[config.mk]
export PLATFORM = sky130hd
export DESIGN_NAME = pry2oht_tree_reg
export DESIGN_NICKNAME = d
export VERILOG_FILES = /design/src/rtl/pry2oht_pkg.sv /design/src/rtl/pry2oht_base.sv /design/src/rtl/pry2oht_tree_comb.sv /design/src/rtl/pry2oht_tree_reg.sv
export SDC_FILE = /design/constraint.sdc
export NUM_CORES = 1
export LEC_CHECK = 0
export CORE_MARGIN = 8
export CORE_UTILIZATION = 35
export CTS_CLUSTER_DIAMETER = 80
export DETAILED_ROUTE_END_ITERATION = 10
export DONT_BUFFER_PORTS = 1
export MAX_ROUTING_LAYER = met4
export PLACE_DENSITY = 0.59
export RECOVER_POWER = 25
export SETUP_SLACK_MARGIN = 0.02
export SLEW_MARGIN = 10
export SYNTH_ARGS = -nofsm -noshare
export SYNTH_HDL_FRONTEND = slang
export SYNTH_SLANG_ARGS = --single-unit
export TNS_END_PERCENT = 5
[constraint.sdc]
create_clock -name clk -period 1.72 [get_ports clk]
set_input_delay 0.258 -clock clk [delete_from_list [all_inputs] [get_ports clk]]
set_output_delay 0.258 -clock clk [all_outputs]
set_load 0.01 [all_outputs]
[src/rtl/pry2oht_pkg.sv]
// Shared constants and elaboration-time helpers for the priority-to-one-hot tree.
package pry2oht_pkg;

    localparam int IMP_CHAIN = 0;
    localparam int IMP_MASK  = 1;
    localparam int IMP_ARITH = 2;

    // True when split is a power of two in [2, width] and width == split**k, k >= 1.
    function automatic bit pry2oht_legal(input int width, input int split);
        int w;
        if (split < 2 || split > width || (split & (split - 1)) != 0) begin
            return 1'b0;
        end
        w = width;
        while (w > 1 && (w % split) == 0) begin
            w = w / split;
        end
        return (w == 1);
    endfunction

endpackage

[src/rtl/pry2oht_base.sv]
// Combinational WIDTH-bit priority node: keeps the lowest set bit, flags any set bit.
module pry2oht_base
    import pry2oht_pkg::*;
#(
    parameter int WIDTH          = 2,
    parameter int IMPLEMENTATION = IMP_CHAIN
) (
    input  logic [WIDTH-1:0] pry,
    output logic [WIDTH-1:0] oht,
    output logic             vld
);

    generate
        if (IMPLEMENTATION == IMP_CHAIN) begin : g_chain
            logic seen;

            // NOTE: blocking assignments are correct here; the running OR must
            // update within one evaluation so each bit sees all lower bits.
            always_comb begin
                oht  = '0;
                seen = 1'b0;
                for (int i = 0; i < WIDTH; i++) begin
                    oht[i] = pry[i] & ~seen;
                    seen   = seen | pry[i];
                end
                vld = seen;
            end
        end else if (IMPLEMENTATION == IMP_MASK) begin : g_mask
            for (genvar i = 0; i < WIDTH; i++) begin : g_bit
                if (i == 0) begin : g_lsb
                    assign oht[i] = pry[i];
                end else begin : g_upper
                    assign oht[i] = pry[i] & ~(|pry[i-1:0]);
                end
            end
            assign vld = |pry;
        end else begin : g_arith
            // Two's complement isolates the lowest set bit; X above it will smear.
            assign oht = pry & (~pry + WIDTH'(1));
            assign vld = |pry;
        end
    endgenerate

endmodule

[src/rtl/pry2oht_tree_comb.sv]
// Recursive SPLIT-ary tree of priority nodes; purely combinational.
module pry2oht_tree_comb
    import pry2oht_pkg::*;
#(
    parameter int WIDTH          = 32,
    parameter int SPLIT          = 2,
    parameter int IMPLEMENTATION = IMP_CHAIN
) (
    input  logic [WIDTH-1:0] pry,
    output logic [WIDTH-1:0] oht,
    output logic             vld
);

    generate
        if (WIDTH <= SPLIT) begin : g_leaf
            pry2oht_base #(
                .WIDTH          (WIDTH),
                .IMPLEMENTATION (IMPLEMENTATION)
            ) u_leaf (
                .pry (pry),
                .oht (oht),
                .vld (vld)
            );
        end else begin : g_node
            localparam int SUB = WIDTH / SPLIT;

            logic [SPLIT-1:0] child_vld;
            logic [SPLIT-1:0] sel;
            logic [WIDTH-1:0] child_oht;

            for (genvar c = 0; c < SPLIT; c++) begin : g_child
                pry2oht_tree_comb #(
                    .WIDTH          (SUB),
                    .SPLIT          (SPLIT),
                    .IMPLEMENTATION (IMPLEMENTATION)
                ) u_child (
                    .pry (pry[c*SUB +: SUB]),
                    .oht (child_oht[c*SUB +: SUB]),
                    .vld (child_vld[c])
                );

                // Only the lowest non-empty child may pass its one-hot upward.
                assign oht[c*SUB +: SUB] = child_oht[c*SUB +: SUB] & {SUB{sel[c]}};
            end

            pry2oht_base #(
                .WIDTH          (SPLIT),
                .IMPLEMENTATION (IMPLEMENTATION)
            ) u_sel (
                .pry (child_vld),
                .oht (sel),
                .vld (vld)
            );
        end
    endgenerate

endmodule

[src/rtl/pry2oht_tree_reg.sv]
// Registered priority-to-one-hot converter: lowest set bit of pry, one cycle latency.
module pry2oht_tree_reg
    import pry2oht_pkg::*;
#(
    parameter int WIDTH          = 32,
    parameter int SPLIT          = 2,
    parameter int IMPLEMENTATION = IMP_CHAIN
) (
    input  logic             clk,
    input  logic             rst,
    input  logic [WIDTH-1:0] pry,
    output logic [WIDTH-1:0] oht,
    output logic             vld
);

    logic [WIDTH-1:0] oht_c;
    logic             vld_c;

    generate
        if (!pry2oht_legal(WIDTH, SPLIT)) begin : g_bad_geometry
            $error("pry2oht_tree_reg: WIDTH=%0d is not a power of SPLIT=%0d", WIDTH, SPLIT);
        end
        if (IMPLEMENTATION < IMP_CHAIN || IMPLEMENTATION > IMP_ARITH) begin : g_bad_impl
            $error("pry2oht_tree_reg: IMPLEMENTATION=%0d unsupported", IMPLEMENTATION);
        end
    endgenerate

    pry2oht_tree_comb #(
        .WIDTH          (WIDTH),
        .SPLIT          (SPLIT),
        .IMPLEMENTATION (IMPLEMENTATION)
    ) u_tree (
        .pry (pry),
        .oht (oht_c),
        .vld (vld_c)
    );

    // NOTE: output flops get the async reset; there is no storage array here,
    // so every state bit is cleared and mid-stream reset drops the in-flight value.
    always_ff @(posedge clk or posedge rst) begin
        if (rst) begin
            oht <= '0;
            vld <= 1'b0;
        end else begin
            oht <= oht_c;
            vld <= vld_c;
        end
    end

endmodule

=== Word-level counts from Yosys, hierarchy flattened ===
Index checks and enable logic that the tools add are counted.

* Latch bits: 0
* Logic and storage cells: 125
* Memories kept: 0
* Memory bits (writable): 0
* Output and inout port bits: 33
* Memory bits (read-only): 0
* Bits of input ports: 34
* Register bits: 33

* Mux-type cells: 0
* Eq/ne operators: 0
* Divide/modulo/power cells: 0
* Bitwise operators: 123
* Multipliers: 0
* Magnitude comparators: 0
* Shifts and indexed selects: 0
* Reductions and logical operators: 0
* Add/sub/neg operators: 0

{| class="wikitable"
|+ Operators with widths
! kind !! count
|-
| 16-bit AND || 2
|-
| 2-bit AND || 16
|-
| 4-bit AND || 8
|-
| 8-bit AND || 4
|-
| 1-bit AND || 31
|-
| 1-bit inverter || 31
|-
| 1-bit OR || 31
|}

=== Depth between registers and ports, before layout ===
Gate-level depths: netlist of the first run.

* Word-level depth: 7
* Mapped depth: 4
* Depth with buffers taken out: 3

=== Modules after synthesis ===
A second synthesis of the first run with hierarchy kept.

* Cell total of the unflattened synthesis: 257
* Area total of the unflattened synthesis: 2306.0 um^2

{| class="wikitable"
|+ Modules (own cells, without submodules)
! module !! cells each !! times used !! area each (um^2)
|-
| pry2oht_tree_reg || 34 || 1 || 829.5
|-
| pry2oht_base || 3 || 31 || 20.0
|-
| pry2oht_tree_comb (u_tree) || 34 || 1 || 255.2
|-
| pry2oht_tree_comb (u_tree.g_node.g_child[0].u_child ...) || 16 || 2 || 100.1
|-
| pry2oht_tree_comb (u_tree.g_node.g_child[0].u_child.g_node.g_child[0].u_child ...) || 8 || 4 || 50.0
|-
| pry2oht_tree_comb (u_tree.g_node.g_child[0].u_child.g_node.g_child[0].u_child.g_node.g_child[0].u_child ...) || 4 || 8 || 25.0
|}

=== Worst setup path after synthesis of the first run ===
Ideal clock, no wire load.

* Path kind: input-to-reg
* Start point: in pry[17]
* End point: reg vld
* Path buffers: 0
* Path slack: 0.407 ns
* Stages: 3
* Arrival time: 1.182 ns
* Required time: 1.589 ns
* Path through: nor4_4 > nand4b_4 > or3_1

* Longest elaborated chain between the ends: 5

{| class="wikitable"
|+ RTL lines
! item !! RTL line !! text
|-
| from (decl) || pry2oht_tree_reg.sv:11 || <nowiki>input logic [WIDTH-1:0] pry,</nowiki>
|-
| 1-bit OR (5 in a row) || pry2oht_base.sv:24 || <nowiki>seen = seen | pry[i];</nowiki>
|-
| via u_tree.g_node.u_sel.vld || pry2oht_base.sv:10 || <nowiki>output logic vld</nowiki>
|-
| to (signal assigned) || pry2oht_tree_reg.sv:46 || <nowiki>vld <= vld_c;</nowiki>
|-
| to (decl) || pry2oht_tree_reg.sv:13 || <nowiki>output logic vld</nowiki>
|}

The timed path passes the listed nets, and every way through them passes these cells.

=== Worst setup path in the final report of the first run ===
* Start point: in pry[9]
* End point: reg oht[17]

* Longest elaborated chain between the ends: 7

{| class="wikitable"
|+ RTL lines
! item !! RTL line !! text
|-
| 1-bit OR (4 in a row) || pry2oht_base.sv:24 ||
|-
| 1-bit inverter || pry2oht_base.sv:23 || <nowiki>oht[i] = pry[i] & ~seen;</nowiki>
|-
| 1-bit AND || pry2oht_base.sv:23 ||
|-
| 16-bit AND || pry2oht_tree_comb.sv:43 || <nowiki>assign oht[c*SUB +: SUB] = child_oht[c*SUB +: SUB] & {SUB{sel[c]}};</nowiki>
|-
| via oht_c[17] || pry2oht_tree_reg.sv:16 || <nowiki>logic [WIDTH-1:0] oht_c;</nowiki>
|-
| to (signal assigned) || pry2oht_tree_reg.sv:45 || <nowiki>oht <= oht_c;</nowiki>
|-
| to (decl) || pry2oht_tree_reg.sv:12 || <nowiki>output logic [WIDTH-1:0] oht,</nowiki>
|}

The timed path passes the listed nets, and every way through them passes these cells.

==> run metrics, run 1 <==
Max FO, Critical Path=10; Comb pwr share=4.0%; outcome=finished clean; Via Count=903; nets@finish=around 150; Avg Inst Size Synth=12.1 µm²; pwr/cell area=940 nW/µm²; clock group share of total power=40.3%; CTS Sinks=33; DRC=0; fmax=833 MHz; cell area after synthesis=1320 µm²; Rows=22; worst hold margin=between 0.03 and 0.04 ns; ant diodes=0; worst setup margin=between 0.5 and 0.6 ns; setup tns final=0 ns; I/O pin total=67; grt ovf=0; met3 usage=about 5.9%; Max clock buf depth=2; Reg power frac=55.6%; post-place setup slack=about 0.19 ns; Finished Core Util=roughly two fifths; kind of end point of the critical path=flop; drt wl/cell=18.4 µm; die width=a little under 80 µm; total area of multi-input combinational cells=458 µm²; Fillers=around 370; CTS tree=built; Yosys Warn Count=0; dpl hpwl=~2500 µm; largest net degree at the start of global routing=22; register area=826 µm²; ANT nets after route=0; CTS HTree Levels=2; share of post-route cells with drive strength above 1=14.3%; register area share after synthesis=62.6%; RSZ-0062 raised after global routing=no; Core ar.=3630 µm²; Port Buffers=0; crit share post-route=approximately 70%; most utilized layer in the global route result=met2; slew at the pin with the worst max-slew slack=0.474 ns; initial antenna violation count=0; first-pass GRT wire length=4920 µm; Psw=0.288 mW; via/cell ratio=around 5.4; CTS resizes=0; Total GRT Usage=11.0%; Power Total=between 1 and 1.5 mW; critical path class=input port to flop; CTS Buf Count=5; Sw Ratio=20.4%; hold crit path type=input port to flop; startpoint types=input port; Area growth, synth to finish=13.8%; initial cell density of the core=36.3%; total wire length=just over 3000 µm; WP data required=1.88 ns; post-CTS setup repair buffer count=0; Max Cap Viol=0; vias in the first global route=925; final hold violation count=0; Die ar.=~6000 µm²; fin. max-slew vios=0; drt first pass iters=4; GPL Wtd Cong=0.677; slew margin rel.=68.4%; Post-Syn Instances=109; Int Power=1.12 mW; Leak=0.680 nW; VDD IR max=0.424 mV; Worst-path clk slew=around 0.06 ns; Arr. time, crit path=between 1 and 1.5 ns; DRT iter0 DRCs=59; met2 usage=between 10% and 20%; post-layout min period=1.20 ns; M1 GR Usage=10.5%; Synth cell types=25; Net Count, Synth=~140; Die Span Y=77.4 µm; Clock Tree Root=clkbuf_8; Seq cells post-synth=33; final setup violation count=0
-- final timing paths --
kind | start | endpoint | slack (ns) | depth (start not counted)
max | pry[9] | oht[17] | 0.52 | 4
min | pry[6] | oht[7] | 0.03 | 1
max in group asynchronous | rst | oht[16] | 0.64 | 3
min in group asynchronous | rst | oht[0] | 0.44 | 2
-- critical path, stage by stage --
cell and delay (ns):
nor3_1 0.31, nand4_2 0.30, buf_4 0.26, nor4b_1 0.24
-- metal layers --
metal / wire length (µm) / part of all wire [%]
met1: 1030 / 33
met2: 1600 / 52
met3: 361 / 12
met4: 89 / 2.9
met5: 0 / 0
-- cell usage after synthesis --
cell type,number,area (µm²)
or3_1,1,6.26
and2_1,2,12.5
nor3_1,19,95.1
nand4b_1,4,35.0
nor4_4,2,42.5
nor2_1,10,37.5
nand2_1,6,22.5
nand4b_4,1,23.8
nor4_1,1,6.26
nand3b_1,4,30.0
dfrtp_1,33,826
inv_1,6,22.5
and3b_1,1,8.76
nor2b_1,1,6.26
buf_2,2,10.0
nand3_1,2,10.0
nand4_2,1,12.5
nand2b_1,1,6.26
nor4b_2,1,15.0
and3_1,2,12.5
nor3b_1,2,15.0
nor4_2,1,12.5
nor4b_1,4,35.0
clkbuf_1,1,3.75
and4bb_2,1,12.5
-- per-stage QoR --
step	cells	instance area (µm²)
4_1_cts	167	1500
3_3_place_gp	158	1400
3_5_place_dp	158	1400
2_1_floorplan	109	1320
6_report	167	1500
5_1_grt	167	1500
-- cell families after synthesis --
logic type	Yosys count	synth area share, %
buffers and inverters	9	2.75
flip-flops	33	62.6
AND/OR/NAND/NOR	67	34.7
-- cell type report --
cell class / count / share of cell area, %
sequential: 33 / 55.0
multi-input combinational: 67 / 30.5
clock buffer: 7 / 5.75
tap: 48 / 4.00
timing repair buffer: 6 / 3.33
inverter: 6 / 1.50
-- registers in the layout (all words and copies together), names as in the netlist --
signal	count
vld	1
oht	32
-- placed cells by master, fill, tap and decap left out --
cell type and count:
nand4b_4 1, nor4b_2 1, or3_1 1, nand4b_1 4, and3b_1 1, nand2b_1 1, inv_1 6, dfrtp_1 33
nor4_2 1, nor3_1 19, and3_1 2, buf_4 4, nor4b_1 4, nand2_1 6, and4bb_2 1, and2_1 2
nand4_2 1, nor3b_1 2, clkbuf_8 6, nand3b_1 4, dlygate4sd3_1 2, nor4_1 1, nand3_1 2, nor4_4 2
nor2_1 10, clkbuf_1 1, nor2b_1 1
-- power by group through the flow --
stage / registers [mW] / logic [mW] / clock network [mW]
floorplan: 0.799 / 0.0436 / 0
global placement: 0.800 / 0.0534 / 0
detailed placement: 0.800 / 0.0549 / 0
CTS: 0.786 / 0.0587 / 0.583
global route: 0.786 / 0.0647 / 0.625
finish: 0.786 / 0.0570 / 0.569
-- timing repair --
action | CTS | global route
hold buffers | 2 | 0
endpoints found under the setup margin | 0 | 0
hold endpoints to repair | 13 | 0
Power figures use the tool's default switching activity.
==> run 2: changes to the inputs <==
- PLACE_DENSITY: 0.59 -> 0.61
- clock period: 1.72 -> 1.1 ns (I/O delays scaled with it)
==> run metrics, run 2 (synthesized netlist as in run 1, its figures left out) <==
slew at the pin with the worst max-slew slack=around 0.48 ns; initial antenna violation count=0; Die Span Y=77.4 µm; Port Buffers=0; Design Area, Final=1720 µm²; DRC=0; CTS Buf Count=5; slew margin rel.=between 60% and 70%; worst hold margin=0.0136 ns; kind of end point of the critical path=flop; ANT nets after route=0; CTS HTree Levels=2; Via Count=974; fin cells=192; I/O pin total=67; crit share post-route=83.8%; largest net degree at the start of global routing=21; GPL Wtd Cong=roughly 0.73; Arr. time, crit path=1.10 ns; post-layout min period=0.921 ns; DRT iter0 DRCs=28; fmax=1090 MHz; Max clock buf depth=2; ant diodes=0; largest registers=oht: 32 flops, vld: 1 flops; critical path class=input port to flop; post-place setup slack=-0.132 ns; most frequent cells in the layout=dfrtp_1 (33), nor3_1 (19), dlygate4sd3_1 (17); Worst-path clk slew=0.06 ns; vias in the first global route=1101; via/cell ratio=5.07; RSZ-0062 raised after global routing=no; Largest register FFs=32; Area growth, synth to finish=30.6%; VDD IR max=0.374 mV; commonest non-fill, non-tap cell in the layout=dfrtp_1; die width=77.4 µm; Rows=22; fin. max-slew vios=0; startpoint types=input port; first-pass GRT wire length=5620 µm; hold crit path type=input port to flop; largest register by flop count=oht; share of post-route cells with drive strength above 1=between 20% and 30%; dpl hpwl=2660 µm; final hold violation count=0; final setup violation count=0; Die ar.=5990 µm²; outcome=finished clean; Total GRT Usage=12.5%; Cells after DPL=169; post-CTS setup repair buffer count=0; pwr/cell area=approximately 1300 nW/µm²; Max Cap Viol=0; worst setup margin=0.179 ns; Max FO, Critical Path=5; WP data required=1.28 ns; CTS tree=built; setup tns final=0 ns; CTS Sinks=33; nets@finish=179; Clock Tree Root=clkbuf_8; total wire length=3430 µm; Power Total=2.18 mW; Fillers=361; drt wl/cell=17.8 µm; initial cell density of the core=a little over a third; Leak=between 0.7 and 0.8 nW; Post-DP Area=around 1500 µm²; drt first pass iters=4; grt ovf=0; Core ar.=between 3000 and 4000 µm²; Finished Core Util=47.5%
==> run 2: cell count changes in the layout (fill, tap and decap cells not counted), sizes merged <==
cell         delta
dlygate4sd3    +15
buf             +9
clkinv          +1
==> run 2: final timing paths <==
path                       slack, ns     from  endpoint  cells after the start
max                             0.18   pry[2]    oht[7]                      5
min                             0.01  pry[24]   oht[24]                      2
max in group asynchronous       0.32      rst   oht[16]                      3
min in group asynchronous       0.38      rst    oht[0]                      3
==> run 2: cell type report <==
cell class                      instances  area (µm²)  area share, %
Sequential cell                        33         826           47.9
Multi-Input combinational cell         67         464           26.9
Timing Repair Buffer                   32         278           16.1
Clock buffer                            5        68.8           3.99
Tap cell                               48        60.1           3.48
Inverter                                6        22.5           1.31
Clock inverter                          1        5.00          0.290
==> run 2: critical path, stage by stage <==
cell	delay (ns)
nor4_4	0.25
buf_4	0.18
nand2b_1	0.12
buf_4	0.18
nor4b_2	0.21
==> run 2: what timing repair did <==
action / CTS / global route
resized for setup: 0 / 1
hold buffers: 17 / 0
hold endpoints to repair: 53 / 0
setup endpoints to repair: 0 / 1
==> run 2: metal layers <==
| layer | GRT usage [%] | share of wire (%) |
|---|---|---|
| met5 | - | 0 |
| met4 | 7.74 | 2.3 |
| met3 | 5.99 | 10 |
| met2 | 21.0 | 55 |
| met1 | 11.3 | 32 |
==> run 2: power breakdown <==
group	internal [mW]	leakage [nW]	switching, mW	total, mW
sequential	1.22	0.452	0.00725	1.23
clock	0.415	0.0399	0.384	0.799
combinational	0.0833	0.297	0.0657	0.149
total	1.72	0.788	0.457	2.18
